==> src/rtl/mem_access_master.sv <==
// Load/store initiator for the byte-addressed data memory. Aligned accesses are issued once;
// misaligned halfword/word accesses are split into byte accesses and reassembled.
module mem_access_master #(
   parameter logic [31:0] START_ADDRESS = 32'h01000000,
   parameter logic [31:0] MEM_SIZE      = 32'd1048576
) (
   input  logic        clk,
   input  logic        reset_n,
   input  logic        req_valid,
   output logic        req_ready,
   input  logic        req_write,
   input  logic [31:0] req_addr,
   input  logic [1:0]  req_size,
   input  logic        req_unsigned,
   input  logic [31:0] req_wdata,
   output logic        resp_valid,
   output logic [31:0] resp_rdata,
   output logic        resp_err,
   output logic [31:0] mem_address,
   output logic [31:0] mem_data_in,
   output logic        mem_w_enable,
   output logic [1:0]  mem_access_size,
   output logic        mem_RdUn,
   input  logic [31:0] mem_data_out
);
   typedef enum logic [1:0] {IDLE, ACCESS, SPLIT, RESP} state_t;

   state_t      state;
   logic        wr, uns, half;
   logic [31:0] wdata, asm_q, asm_nx, split_ext;
   logic [1:0]  k, kn;
   logic [2:0]  req_nb;
   logic [32:0] last_byte, mem_end;
   logic        range_err, req_aligned, split_last;

   assign req_ready = (state == IDLE) && reset_n;

   always_comb begin
      req_nb = 3'd4;
      if (req_size == 2'b00)      req_nb = 3'd1;
      else if (req_size == 2'b01) req_nb = 3'd2;
   end

   // 33-bit bounds so an access touching the very top of the address space cannot wrap
   assign last_byte   = {1'b0, req_addr} + {30'b0, req_nb} - 33'd1;
   assign mem_end     = {1'b0, START_ADDRESS} + {1'b0, MEM_SIZE};
   assign range_err   = (req_addr < START_ADDRESS) || (last_byte >= mem_end);
   assign req_aligned = (req_size == 2'b00) ||
                        (req_size == 2'b01 && !req_addr[0]) ||
                        (req_size[1] && req_addr[1:0] == 2'b00);

   assign kn         = k + 2'd1;
   assign split_last = half ? (k == 2'd1) : (k == 2'd3);

   always_comb begin
      asm_nx = asm_q;
      asm_nx[{k, 3'b000} +: 8] = mem_data_out[7:0];
      split_ext = asm_nx;
      if (half) split_ext = uns ? {16'h0, asm_nx[15:0]} : {{16{asm_nx[15]}}, asm_nx[15:0]};
   end

   always_ff @(posedge clk or negedge reset_n) begin
      if (!reset_n) begin
         state           <= IDLE;
         resp_valid      <= 1'b0;
         resp_err        <= 1'b0;
         resp_rdata      <= 32'h0;
         mem_address     <= 32'h0;
         mem_data_in     <= 32'h0;
         mem_w_enable    <= 1'b0;
         mem_access_size <= 2'b10;
         mem_RdUn        <= 1'b0;
         wr              <= 1'b0;
         uns             <= 1'b0;
         half            <= 1'b0;
         wdata           <= 32'h0;
         asm_q           <= 32'h0;
         k               <= 2'd0;
      end else begin
         case (state)
            IDLE: if (req_valid) begin
               wr    <= req_write;
               uns   <= req_unsigned;
               half  <= (req_size == 2'b01);
               wdata <= req_wdata;
               k     <= 2'd0;
               asm_q <= 32'h0;
               if (range_err) begin
                  state      <= RESP;
                  resp_valid <= 1'b1;
                  resp_err   <= 1'b1;
                  resp_rdata <= 32'h0;
               end else begin
                  mem_address  <= req_addr;
                  mem_w_enable <= req_write;
                  if (req_aligned) begin
                     state           <= ACCESS;
                     // size 2'b11 is issued to memory as a plain word
                     mem_access_size <= req_size[1] ? 2'b10 : req_size;
                     mem_RdUn        <= req_unsigned;
                     mem_data_in     <= req_write ? req_wdata : 32'h0;
                  end else begin
                     state           <= SPLIT;
                     mem_access_size <= 2'b00;
                     mem_RdUn        <= 1'b1;
                     mem_data_in     <= req_write ? {24'h0, req_wdata[7:0]} : 32'h0;
                  end
               end
            end
            ACCESS: begin
               state        <= RESP;
               resp_valid   <= 1'b1;
               resp_err     <= 1'b0;
               resp_rdata   <= wr ? 32'h0 : mem_data_out;
               mem_w_enable <= 1'b0;
               mem_data_in  <= 32'h0;
            end
            SPLIT: begin
               asm_q <= asm_nx;
               if (split_last) begin
                  state        <= RESP;
                  resp_valid   <= 1'b1;
                  resp_err     <= 1'b0;
                  resp_rdata   <= wr ? 32'h0 : split_ext;
                  mem_w_enable <= 1'b0;
                  mem_data_in  <= 32'h0;
               end else begin
                  k           <= kn;
                  mem_address <= mem_address + 32'd1;
                  mem_data_in <= wr ? {24'h0, wdata[{kn, 3'b000} +: 8]} : 32'h0;
               end
            end
            RESP: begin
               state      <= IDLE;
               resp_valid <= 1'b0;
               resp_err   <= 1'b0;
            end
            default: state <= IDLE;
         endcase
      end
   end
endmodule

==> config.mk <==
export PLATFORM = sky130hd
export DESIGN_NAME = mem_access_master
export DESIGN_NICKNAME = d
export VERILOG_FILES = /design/src/rtl/mem_access_master.sv
export SDC_FILE = /design/constraint.sdc
export NUM_CORES = 1
export LEC_CHECK = 0
export ABC_AREA = 1
export CORE_ASPECT_RATIO = 0.9
export CORE_MARGIN = 10
export CORE_UTILIZATION = 44
export CTS_BUF_LIST = sky130_fd_sc_hd__clkbuf_2 sky130_fd_sc_hd__clkbuf_4 sky130_fd_sc_hd__clkbuf_8
export CTS_CLUSTER_DIAMETER = 40
export DETAILED_ROUTE_END_ITERATION = 16
export PLACE_DENSITY = 0.77
export SYNTH_ARGS = -nofsm -noshare
export SYNTH_HDL_FRONTEND = slang
export SYNTH_SLANG_ARGS = --single-unit
==> constraint.sdc <==
create_clock -name clk -period 3.6 [get_ports clk]
set_input_delay 1.08 -clock clk [delete_from_list [all_inputs] [get_ports clk]]
set_output_delay 1.08 -clock clk [all_outputs]
set_load 0.02 [all_outputs]
Yosys cells after proc, flatten, opt, wreduce, memory -nomap -nowiden
Cells that the tools add are included.

storage, ports and cells
  flip-flop bits (word level) = 173
  word-level logic and storage cells = 106
  bits of input ports = 103
  output and inout port bits = 103

cells by class
  bitwise logic cells = 1
  magnitude comparators = 2
  shift-type cells = 3
  equal/unequal tests = 11
  add/sub/neg operators = 5
  reduce and logical (&&, ||, !) cells = 23
  mux-type cells = 46

operator list
  cell                                                                             number
  32-bit 2-to-1 mux                                                                15
  32-bit one-hot mux with 3 select lines                                           2
  32-bit one-hot mux with 2 select lines                                           2
  32-bit by 3-bit adder with 33-bit output                                         1
  33-bit by 25-bit >= comparator with 1-bit output (second input constant)         1
  33-bit by 1-bit subtractor with 33-bit output (second input constant)            1
  32-bit by 1-bit adder with 32-bit output (second input constant)                 1
  32-bit bitwise mux                                                               1
  32-bit by 25-bit less-than comparator with 1-bit output (second input constant)  1
  8-bit by 7-bit variable shift with 32-bit output (first input constant)          1
  32-bit by 6-bit indexed part select with 8-bit output                            1
  8-bit by 7-bit indexed part select with 32-bit output                            1
  8-bit 2-to-1 mux                                                                 3
  2-bit 2-to-1 mux                                                                 8
  3-bit AND reduction                                                              4
  4-bit AND reduction                                                              3
  2-bit != test (second input constant)                                            5
  1-bit 2-to-1 mux                                                                 8
  2-bit one-hot mux with 4 select lines                                            1
  5-bit negator with 7-bit output                                                  1
  2-bit by 1-bit equality test with 1-bit output (second input constant)           3
  2-bit equality test (second input constant)                                      3
  2-bit logical NOT                                                                3
  3-bit 2-to-1 mux                                                                 2
  other kinds (12)                                                                 19

Longest topological paths before layout
Gate-level depths: netlist of run 1.

  word-level depth = 10
  depth in mapped cells = 25
  depth with buffers taken out = 24

Worst setup path before layout of run 1
Ideal clock, no wire load.

  kind = input-to-reg
  from = input req_size[1]
  to = register mem_address[3]
  stages = 24
  path buffers = 1
  path slack = -0.001 ns
  data required time = 3.477 ns
  arrival time = 3.477 ns
  setup time = 0.123 ns
  path through = inv_1 -> nand2_1 -> ha_1 -> inv_1 -> ha_1 -> inv_1 -> fa_1 -> inv_1 -> nand3_1 -> nand3_1 -> nand2_1 -> nand2_1 -> nand3_1 -> nand4_1 -> nand2_1 -> nor2_2 -> nand2_2 -> nor2_8 -> nand3_4 -> nand2_4 -> nand2_4 -> buf_6 -> nand2_1 -> o21ai_2

between the ends
  cells in the longest elaborated chain, start to end = 9
  elaborated cells on any way between the ends = 10
  classes of those cells = add/sub: 2; order compare: 1; eq/ne: 2; mux: 2; reduce/logical: 3

RTL lines
  what                                                  RTL line  RTL
  start: declaration                                    13        input logic [1:0] req_size,
  2-bit by 1-bit equality test with 1-bit output        41        else if (req_size == 2'b01) req_nb = 3'd2;
  3-bit 2-to-1 mux                                      41
  3-bit 2-to-1 mux (*)                                  40        if (req_size == 2'b00) req_nb = 3'd1;
  32-bit by 3-bit adder with 33-bit output (*)          45        assign last_byte = {1'b0, req_addr} + {30'b0, req_nb} - 33'd1;
  33-bit by 1-bit subtractor with 33-bit output (*)     45
  33-bit by 25-bit >= comparator with 1-bit output (*)  47        assign range_err = (req_addr < START_ADDRESS) || (last_byte >= mem_end);
  1-bit logical OR (*)                                  47
  2-bit != test (no line) (*)                           n/a
  4-bit AND reduction (no line) (*)                     n/a
  end signal: assignment                                94        mem_address <= req_addr;
  end signal: assignment                                129       mem_address <= mem_address + 32'd1;
  end: declaration                                      19        output logic [31:0] mem_address,

Every way passes the cells marked *; elsewhere a longest branch is shown, timed or not.
A chain may end at the register's enable or synchronous reset.

Final worst setup path of run 1
  from = input req_addr[0]
  to = register mem_data_in[31]

between the ends
  cells in the longest elaborated chain, start to end = 8
  elaborated cells on any way between the ends = 17
  classes of those cells = add/sub: 2; order compare: 2; eq/ne: 1; mux: 4; reduce/logical: 8

RTL lines
  what                                                                                              RTL line  RTL
  start: declaration                                                                                12        input logic [31:0] req_addr,
  parallel branches: the longest is 8 deep, another holds 32-bit by 3-bit adder with 33-bit output  n/a
  end signal: assignment                                                                            101       mem_data_in <= req_write ? req_wdata : 32'h0;
  end signal: assignment                                                                            106       mem_data_in <= req_write ? {24'h0, req_wdata[7:0]} : 32'h0;
  end signal: assignment                                                                            130       mem_data_in <= wr ? {24'h0, wdata[{kn, 3'b000} +: 8]} : 32'h0;
  end: declaration                                                                                  20        output logic [31:0] mem_data_in,

Several ways; the timed one is not identified. The select of a mux whose other input is x is not followed.

==> impl_metrics.prom, run 1 <==
# TYPE chip_impl_metric gauge
chip_impl_info{name="outcome",value="complete, no violations"} 1
chip_impl_metric{name="placement_rows",unit=""} 56
chip_impl_metric{name="share_of_cells_above_drive_strength_1",unit=""} 0.1760
chip_impl_metric{name="count_of_flip_flops_with_a_built_in_enable_after_synthesis",unit=""} 0
chip_impl_metric{name="reg2reg_setup_slack",unit="ns"} 0.53
chip_impl_metric{name="ys_warn_count",unit=""} 0
chip_impl_metric{name="hold_depth",unit=""} 2
chip_impl_metric{name="worst-endpoint-required",unit="ns"} 3.96
chip_impl_metric{name="place.detailed.hpwl",unit="µm"} 28380
chip_impl_metric{name="timing.clock.skew",unit="ns"} 0.02503
chip_impl_metric{name="vdd.ir_drop.worst",unit="mV"} 0.4851
chip_impl_metric{name="floorplan.core_area",unit="mm²"} 0.02628
chip_impl_metric{name="syn_avg_cell_area",unit="µm²"} 6.957
chip_impl_metric{name="num-nets-final",unit=""} 2120
chip_impl_metric{name="actual_transition_at_the_worst_max_transition_pin",unit="ns"} 1.065
chip_impl_metric{name="route.detailed.drc",unit=""} 0
chip_impl_metric{name="pre_cts_slack",unit="ns"} -0.7426
chip_impl_metric{name="routabilityCongestion",unit=""} 0.8941
chip_impl_metric{name="start_util",unit=""} 0.4496
chip_impl_info{name="cts_tree",value="done"} 1
chip_impl_metric{name="critical_path_arrival",unit="ns"} 3.87
chip_impl_metric{name="rr_worst_depth",unit=""} 12
chip_impl_metric{name="drt_iter0_markers",unit=""} 1075
chip_impl_metric{name="layout-area-overhead-vs-synth",unit="%"} 35.14
chip_impl_info{name="master_cell_of_the_clock_root_buffer",value="clkbuf_8"} 1
chip_impl_metric{name="post_synthesis_sequential_element_count",unit=""} 173
chip_impl_metric{name="wire_length_of_the_first_global_routing_pass",unit="µm"} 61070
chip_impl_metric{name="dieHeight",unit="µm"} 175.4
chip_impl_metric{name="synth_cells",unit=""} 1698
chip_impl_metric{name="synth.cell_area",unit="mm²"} 0.01181
chip_impl_info{name="yosys_most_used_dff",value="dfrtp_1"} 1
chip_impl_metric{name="max-clock-path-buffers",unit=""} 2
chip_impl_metric{name="insertion_delay",unit="ns"} 0.48
chip_impl_metric{name="clk_pin_slew_worst_paths",unit="ns"} 0.10
chip_impl_metric{name="avgRoutedWirePerCell",unit="µm"} 16.71
chip_impl_info{name="min-delay-start",value="mem_access_size[1]"} 1
chip_impl_metric{name="routed-via-count",unit=""} 12310
chip_impl_metric{name="setup_viol",unit=""} 0
chip_impl_metric{name="tritoncts.num_buffers",unit=""} 17
chip_impl_metric{name="timing.fmax",unit="GHz"} 0.2851
chip_impl_metric{name="fp.dieW",unit="µm"} 192.7
chip_impl_metric{name="drt_pre_antenna_iters",unit=""} 6
chip_impl_info{name="startpoint_type",value="input port"} 1
chip_impl_info{name="worst_setup_path_end_kind",value="flip-flop"} 1
chip_impl_metric{name="largest_net_degree_at_the_start_of_global_routing",unit=""} 174
chip_impl_metric{name="final-max-slew-violation-count",unit=""} 0
chip_impl_metric{name="finalCritPeriodShare",unit=""} 0.9743
chip_impl_metric{name="hold_viol_final",unit=""} 0
chip_impl_metric{name="post-route-min-period",unit="ns"} 3.507
chip_impl_metric{name="wl",unit="µm"} 38860
chip_impl_metric{name="top_level_ports",unit=""} 206
chip_impl_metric{name="postSynthNetCount",unit=""} 1853
chip_impl_metric{name="gr-total-overflow",unit=""} 0
chip_impl_metric{name="route.detailed.vias_per_inst",unit=""} 5.293
chip_impl_metric{name="ys_async_sr_fraction",unit=""} 1.000
chip_impl_metric{name="slew-limit-headroom",unit=""} 0.2900
chip_impl_metric{name="number_of_antenna_violations_at_the_first_check_in_global_routing",unit=""} 1
chip_impl_info{name="worst_r2r_endpoint",value="resp_rdata[17]"} 1
chip_impl_metric{name="cts_sinks",unit=""} 173
chip_impl_info{name="critPathLaunch",value="req_addr[0]"} 1
chip_impl_metric{name="power.density",unit="mW/mm²"} 737.8
chip_impl_metric{name="grt_use_total",unit=""} 0.2208
chip_impl_metric{name="first_global_vias",unit=""} 11650
chip_impl_metric{name="ys_types",unit=""} 46
chip_impl_metric{name="io_buffer_count",unit=""} 205
chip_impl_metric{name="synth-seq-area-share",unit=""} 0.3666
chip_impl_metric{name="setup_slack",unit="ns"} 0.09265
chip_impl_metric{name="htree_levels",unit=""} 4
chip_impl_metric{name="drt.antenna.violating_nets",unit=""} 0
chip_impl_metric{name="fin_hold_ws",unit="ns"} 0.4655
chip_impl_info{name="timing.hold.worst.class",value="flip-flop to flip-flop"} 1
chip_impl_info{name="timing.rr.start",value="k[1]"} 1
chip_impl_metric{name="cap_viol_max_count",unit=""} 0
chip_impl_metric{name="path_max_fanout",unit=""} 8
chip_impl_info{name="crit_path_class",value="input port to flip-flop"} 1
chip_impl_info{name="whs_endpoint",value="mem_access_size[1]"} 1
chip_impl_metric{name="setup_total_negative_slack",unit="ns"} 0
chip_impl_metric{name="leakage",unit="nW"} 8.006
chip_impl_metric{name="floorplan.die_area",unit="mm²"} 0.03381
-- cell usage in the layout, fill, tap and decap left out, types with 24 or more instances in the layout --
master,count
a21oi_1,82
dfrtp_1,172
nor2_1,118
buf_4,109
nand3_1,40
ha_4,25
o21ai_2,29
o21ai_0,127
nand2_2,42
nand2_1,499
nand4_1,90
ha_1,24
inv_1,183
clkdlybuf4s50_1,177
inv_2,32
-- critical path: stages --
cell and delay (ns):
dlygate4sd2_1 0.26, inv_1 0.09, ha_2 0.18, inv_2 0.05, ha_4 0.15, buf_4 0.12
buf_4 0.12, nand2_1 0.06, nand2_2 0.08, nand2_2 0.09, nor2_1 0.05, o21ai_2 0.13
nand2_2 0.11, nand2_1 0.07, nand2_1 0.06, xor2_1 0.14, buf_4 0.15, nand2_4 0.10
nand3_4 0.11, nand2_8 0.12, nand3_4 0.19, buf_12 0.26, nand2_1 0.06, nand2_1 0.05
-- cells by family (layout without fill, tap and decap cells) --
kind of cell,count (synthesis),after routing,share of synthesized area
compound gates,290,290,0.1388
xor+xnor,28,28,0.02076
fa+ha+maj,52,52,0.05571
buf+inv,300,579,0.1066
flops,173,173,0.3666
other cells,0,1,0
simple gates,855,855,0.3116
-- synthesized netlist by cell type, types with 2 or more instances --
library cell / count / area (µm²)
a21oi_1: 91 / 455.4
a22oi_1: 8 / 60.06
a32oi_1: 6 / 52.55
and2_1: 2 / 12.51
buf_1: 7 / 26.28
buf_2: 12 / 60.06
buf_6: 9 / 101.4
buf_8: 3 / 45.04
clkbuf_1: 46 / 172.7
clkinv_1: 7 / 26.28
dfrtp_1: 172 / 4304
ha_1: 51 / 638.1
inv_1: 203 / 762.0
inv_2: 12 / 45.04
nand2_1: 537 / 2016
nand2_2: 8 / 50.05
nand2_4: 2 / 22.52
nand3_1: 49 / 245.2
nand3_4: 2 / 35.03
nand4_1: 90 / 563.0
nor2_1: 132 / 495.5
nor2_2: 12 / 75.07
nor2_4: 2 / 22.52
nor3_1: 10 / 50.05
o21ai_0: 129 / 645.6
o21ai_1: 5 / 25.02
o21ai_2: 28 / 245.2
o21bai_1: 3 / 22.52
o22ai_1: 16 / 100.1
or2_2: 2 / 12.51
xnor2_1: 12 / 105.1
xor2_1: 16 / 140.1
-- metal layers --
metal  vias up  GRT usage  wire [µm]
met4         0    0.03970        305
met2       468     0.3498      17880
li1       6005          -          -
met3        30    0.03881       2904
met1      5809     0.3096      17780
met5         -          0          0
-- registers in the layout, summed over array words and instances, names as in the netlist --
register	flops
asm_q	32
mem_address	32
mem_data_in	32
resp_rdata	32
wdata	32
k	2
mem_access_size	2
state	2
half	1
mem_RdUn	1
mem_w_enable	1
resp_err	1
resp_valid	1
uns	1
wr	1
-- area by class of cell --
class | instances | area (µm²)
Fill cell | 2368 | 10310
Multi-Input combinational cell | 1225 | 6815
Sequential cell | 173 | 4330
Timing Repair Buffer | 326 | 3166
Inverter | 222 | 833.3
Tap cell | 348 | 435.4
Clock buffer | 17 | 234.0
Clock inverter | 14 | 147.6
Antenna cell | 1 | 2.502
-- power by group --
group          internal (W)  switching [W]  leakage [nW]
Clock              0.000519       0.000888         0.189
Sequential          0.00278       0.000678          2.28
Combinational       0.00268        0.00423          5.54
Total               0.00598        0.00580          8.01
-- what timing repair did --
| item | CTS | global route |
|---|---|---|
| resized for setup | 30 | 136 |
| endpoints found under the setup margin | 103 | 103 |
| pin swaps | 16 | 33 |
| hold buffers | 0 | 0 |
| cloned | 2 | 1 |
| setup buffers | 6 | 3 |
-- through the flow --
stage               cells    util  cell area, µm²  total power [W]
detailed placement   2282  0.5638           14810         0.009973
global route         2325  0.6075           15960          0.01266
CTS                  2321  0.5849           15370          0.01161
global placement     2282  0.5638           14810         0.009799
finish               2326  0.6076           15960          0.01178
floorplan            1698       -           11830         0.007571
-- worst max-delay path by stage --
stage | slack (ns) | cells after the start | end
after floorplan | 0.03 | 24 | mem_data_in[10]
after global placement | -0.70 | 24 | mem_data_in[13]
after detailed placement | -0.74 | 24 | mem_data_in[23]
after CTS | 0.003 | 25 | mem_data_in[24]
after global routing | -0.04 | 25 | mem_data_in[28]
final | 0.09 | 24 | mem_data_in[31]
No activity file was read; power rests on OpenSTA's default activity.
==> run 2, diff against run 1 <==
--- a/config.mk
+++ b/config.mk
@@ -6,13 +6,15 @@
 export NUM_CORES = 1
 export LEC_CHECK = 0
 export ABC_AREA = 1
+export CELL_PAD_IN_SITES_DETAIL_PLACEMENT = 1
+export CELL_PAD_IN_SITES_GLOBAL_PLACEMENT = 1
 export CORE_ASPECT_RATIO = 0.9
 export CORE_MARGIN = 10
-export CORE_UTILIZATION = 44
+export CORE_UTILIZATION = 33
 export CTS_BUF_LIST = sky130_fd_sc_hd__clkbuf_2 sky130_fd_sc_hd__clkbuf_4 sky130_fd_sc_hd__clkbuf_8
 export CTS_CLUSTER_DIAMETER = 40
 export DETAILED_ROUTE_END_ITERATION = 16
-export PLACE_DENSITY = 0.77
+export PLACE_DENSITY = 0.8
 export SYNTH_ARGS = -nofsm -noshare
 export SYNTH_HDL_FRONTEND = slang
 export SYNTH_SLANG_ARGS = --single-unit
==> run 2 against run 1 <==
Effect of this change: sequential cell count stayed put; clock power hardly changed; via count up 1.6%; sequential power about the same; maximum frequency down 1.5%; sequential share of layout area shrank 0.67 points; final area is 2.5% higher; core utilization down 14 points; die area grew 29%; cell count up 5.8%; wire length grew 20%; first-iteration DRC count decreased by 24%; critical path type unchanged; critical endpoint is now mem_data_in[30]; largest cell class unchanged; highest routed layer unchanged.
==> impl_metrics.prom, run 2 (synthesis results as in run 1) <==
# TYPE chip_impl_metric gauge
chip_impl_metric{name="grt_use_total",unit=""} 0.2061
chip_impl_info{name="master_cell_of_the_clock_root_buffer",value="clkbuf_8"} 1
chip_impl_metric{name="share_of_cells_above_drive_strength_1",unit=""} 0.1887
chip_impl_metric{name="leakage",unit="nW"} 8.118
chip_impl_metric{name="top_level_ports",unit=""} 206
chip_impl_metric{name="drt_iter0_markers",unit=""} 817
chip_impl_metric{name="post-route-min-period",unit="ns"} 3.562
chip_impl_metric{name="grt_util_met3",unit=""} 0.04490
chip_impl_info{name="grt-busiest-layer",value="met2"} 1
chip_impl_metric{name="gr-total-overflow",unit=""} 0
chip_impl_metric{name="gr-usage-met2",unit=""} 0.3383
chip_impl_metric{name="fin_cells",unit=""} 2462
chip_impl_metric{name="drt.antenna.violating_nets",unit=""} 0
chip_impl_metric{name="max-clock-path-buffers",unit=""} 2
chip_impl_metric{name="io_buffer_count",unit=""} 205
chip_impl_metric{name="post_route_cell_area",unit="mm²"} 0.01637
chip_impl_info{name="worst_setup_path_end_kind",value="flip-flop"} 1
chip_impl_info{name="cts_tree",value="done"} 1
chip_impl_metric{name="postPlaceCellArea",unit="mm²"} 0.01496
chip_impl_metric{name="htree_levels",unit=""} 4
chip_impl_metric{name="vdd.ir_drop.worst",unit="mV"} 0.4006
chip_impl_metric{name="number_of_antenna_violations_at_the_first_check_in_global_routing",unit=""} 0
chip_impl_metric{name="slew-limit-headroom",unit=""} 0.3093
chip_impl_info{name="timing.rr.start",value="k[0]"} 1
chip_impl_metric{name="cts_sinks",unit=""} 173
chip_impl_metric{name="final-max-slew-violation-count",unit=""} 0
chip_impl_metric{name="largest_net_degree_at_the_start_of_global_routing",unit=""} 144
chip_impl_metric{name="fp.dieW",unit="µm"} 219.4
chip_impl_info{name="final_cell_mix",value="501 x nand2_1, 186 x inv_1, 173 x clkdlybuf4s50_1"} 1
chip_impl_metric{name="timing.fmax",unit="GHz"} 0.2808
chip_impl_metric{name="start_util",unit=""} 0.3354
chip_impl_metric{name="actual_transition_at_the_worst_max_transition_pin",unit="ns"} 1.035
chip_impl_info{name="outcome",value="complete, no violations"} 1
chip_impl_info{name="startpoint_type",value="input port"} 1
chip_impl_metric{name="floorplan.core_area",unit="mm²"} 0.03522
chip_impl_metric{name="route.detailed.drc",unit=""} 0
chip_impl_metric{name="worst-endpoint-required",unit="ns"} 4.02
chip_impl_metric{name="num-nets-final",unit=""} 2135
chip_impl_metric{name="hold_viol_final",unit=""} 0
chip_impl_metric{name="wl",unit="µm"} 46540
chip_impl_metric{name="setup_viol",unit=""} 0
chip_impl_info{name="min-delay-start",value="mem_access_size[1]"} 1
chip_impl_info{name="crit_path_class",value="input port to flip-flop"} 1
chip_impl_metric{name="first_global_vias",unit=""} 13100
chip_impl_metric{name="place.detailed.hpwl",unit="µm"} 33590
chip_impl_metric{name="route.detailed.vias_per_inst",unit=""} 5.080
chip_impl_metric{name="clk_pin_slew_worst_paths",unit="ns"} 0.10
chip_impl_metric{name="floorplan.die_area",unit="mm²"} 0.04377
chip_impl_metric{name="diodes",unit=""} 0
chip_impl_metric{name="post-layout-total-power",unit="W"} 0.01222
chip_impl_metric{name="avgRoutedWirePerCell",unit="µm"} 18.90
chip_impl_metric{name="cap_viol_max_count",unit=""} 0
chip_impl_metric{name="placement_rows",unit=""} 65
chip_impl_info{name="mostFrequentLayoutCell",value="nand2_1"} 1
chip_impl_info{name="timing.hold.worst.class",value="flip-flop to flip-flop"} 1
chip_impl_metric{name="dieHeight",unit="µm"} 199.5
chip_impl_metric{name="layout-area-overhead-vs-synth",unit="%"} 38.58
chip_impl_metric{name="drt_pre_antenna_iters",unit=""} 4
chip_impl_metric{name="routabilityCongestion",unit=""} 0.8787
chip_impl_metric{name="critical_path_arrival",unit="ns"} 3.99
chip_impl_metric{name="wire_length_of_the_first_global_routing_pass",unit="µm"} 72210
chip_impl_metric{name="insertion_delay",unit="ns"} 0.50
chip_impl_metric{name="routed-via-count",unit=""} 12510
chip_impl_metric{name="placed_cells_incl_taps",unit=""} 2407
chip_impl_metric{name="cts.hold.buffers_added",unit=""} 0
chip_impl_metric{name="tritoncts.num_buffers",unit=""} 17
chip_impl_metric{name="timing.clock.skew",unit="ns"} 0.02149
chip_impl_metric{name="finalCritPeriodShare",unit=""} 0.9894
chip_impl_info{name="critPathLaunch",value="req_size[0]"} 1
chip_impl_metric{name="met1_usage",unit=""} 0.2755
chip_impl_metric{name="power.density",unit="mW/mm²"} 746.8
chip_impl_metric{name="path_max_fanout",unit=""} 24
## run 2: where the power goes
| group | internal [W] | switching, W | total (W) |
|---|---|---|---|
| clock | 0.000595 | 0.000814 | 0.00141 |
| combinational | 0.00285 | 0.00448 | 0.00732 |
| sequential | 0.00278 | 0.000711 | 0.00349 |
| total | 0.00622 | 0.00600 | 0.0122 |
## run 2: cell type report
cell class / count / area, µm²
fillers: 4415 / 18850
multi-input cells: 1225 / 6922
flip-flops and latches: 173 / 4330
repair buffers: 341 / 3312
inverters: 222 / 838.3
well taps: 469 / 586.8
clock buffers: 20 / 269.0
clock inverters: 12 / 111.4
## run 2: per-stage QoR
stage	setup slack [ns]	utilization	setup TNS, ns	hold slack, ns
final	0.03817	0.4648	0	0.4698
after CTS	0.01052	0.4455	0	0.4701
after detailed placement	-0.8317	0.4247	-78.98	0.4548
after global placement	-0.6909	0.4247	-68.14	0.4501
after global routing	-0.04369	0.4648	-0.5141	0.4812
after floorplan	0.03042	-	0	0.4478
## run 2: layer usage
layer,vias up,part of all wire
met2,292,0.47
met5,-,0
met1,6161,0.47
met3,41,0.049
li1,6014,-
met4,0,0.011
## run 2: final timing paths
kind	slack, ns	end	depth (start not counted)
setup / recovery	0.04	mem_data_in[30]	24
hold / removal	0.47	mem_access_size[1]	2
setup reg to reg	0.43	resp_rdata[17]	12
hold reg to reg	0.47	mem_access_size[1]	2
max in group asynchronous	1.71	mem_data_in[28]	3
min in group asynchronous	0.65	mem_address[5]	2
## run 2: what timing repair did
| action | 4_1_cts | 5_1_grt |
|---|---|---|
| setup buffers | 18 | 3 |
| gates cloned | 3 | 0 |
| pin swaps | 12 | 30 |
| gates resized for setup | 49 | 153 |
| setup endpoints to repair | 104 | 101 |
## run 2: critical path: stages
cell     delay [ns]
buf_2          0.15
nor2_4         0.10
inv_2          0.05
buf_4          0.12
buf_4          0.12
buf_4          0.12
buf_4          0.12
buf_4          0.12
buf_4          0.13
buf_4          0.13
buf_4          0.13
buf_4          0.12
buf_4          0.12
buf_4          0.12
buf_4          0.12
buf_4          0.13
buf_4          0.13
buf_4          0.14
nand2_4        0.09
nand2_1        0.09
buf_8          0.18
nor2_1         0.12
nand4_1        0.11
nand2_1        0.13
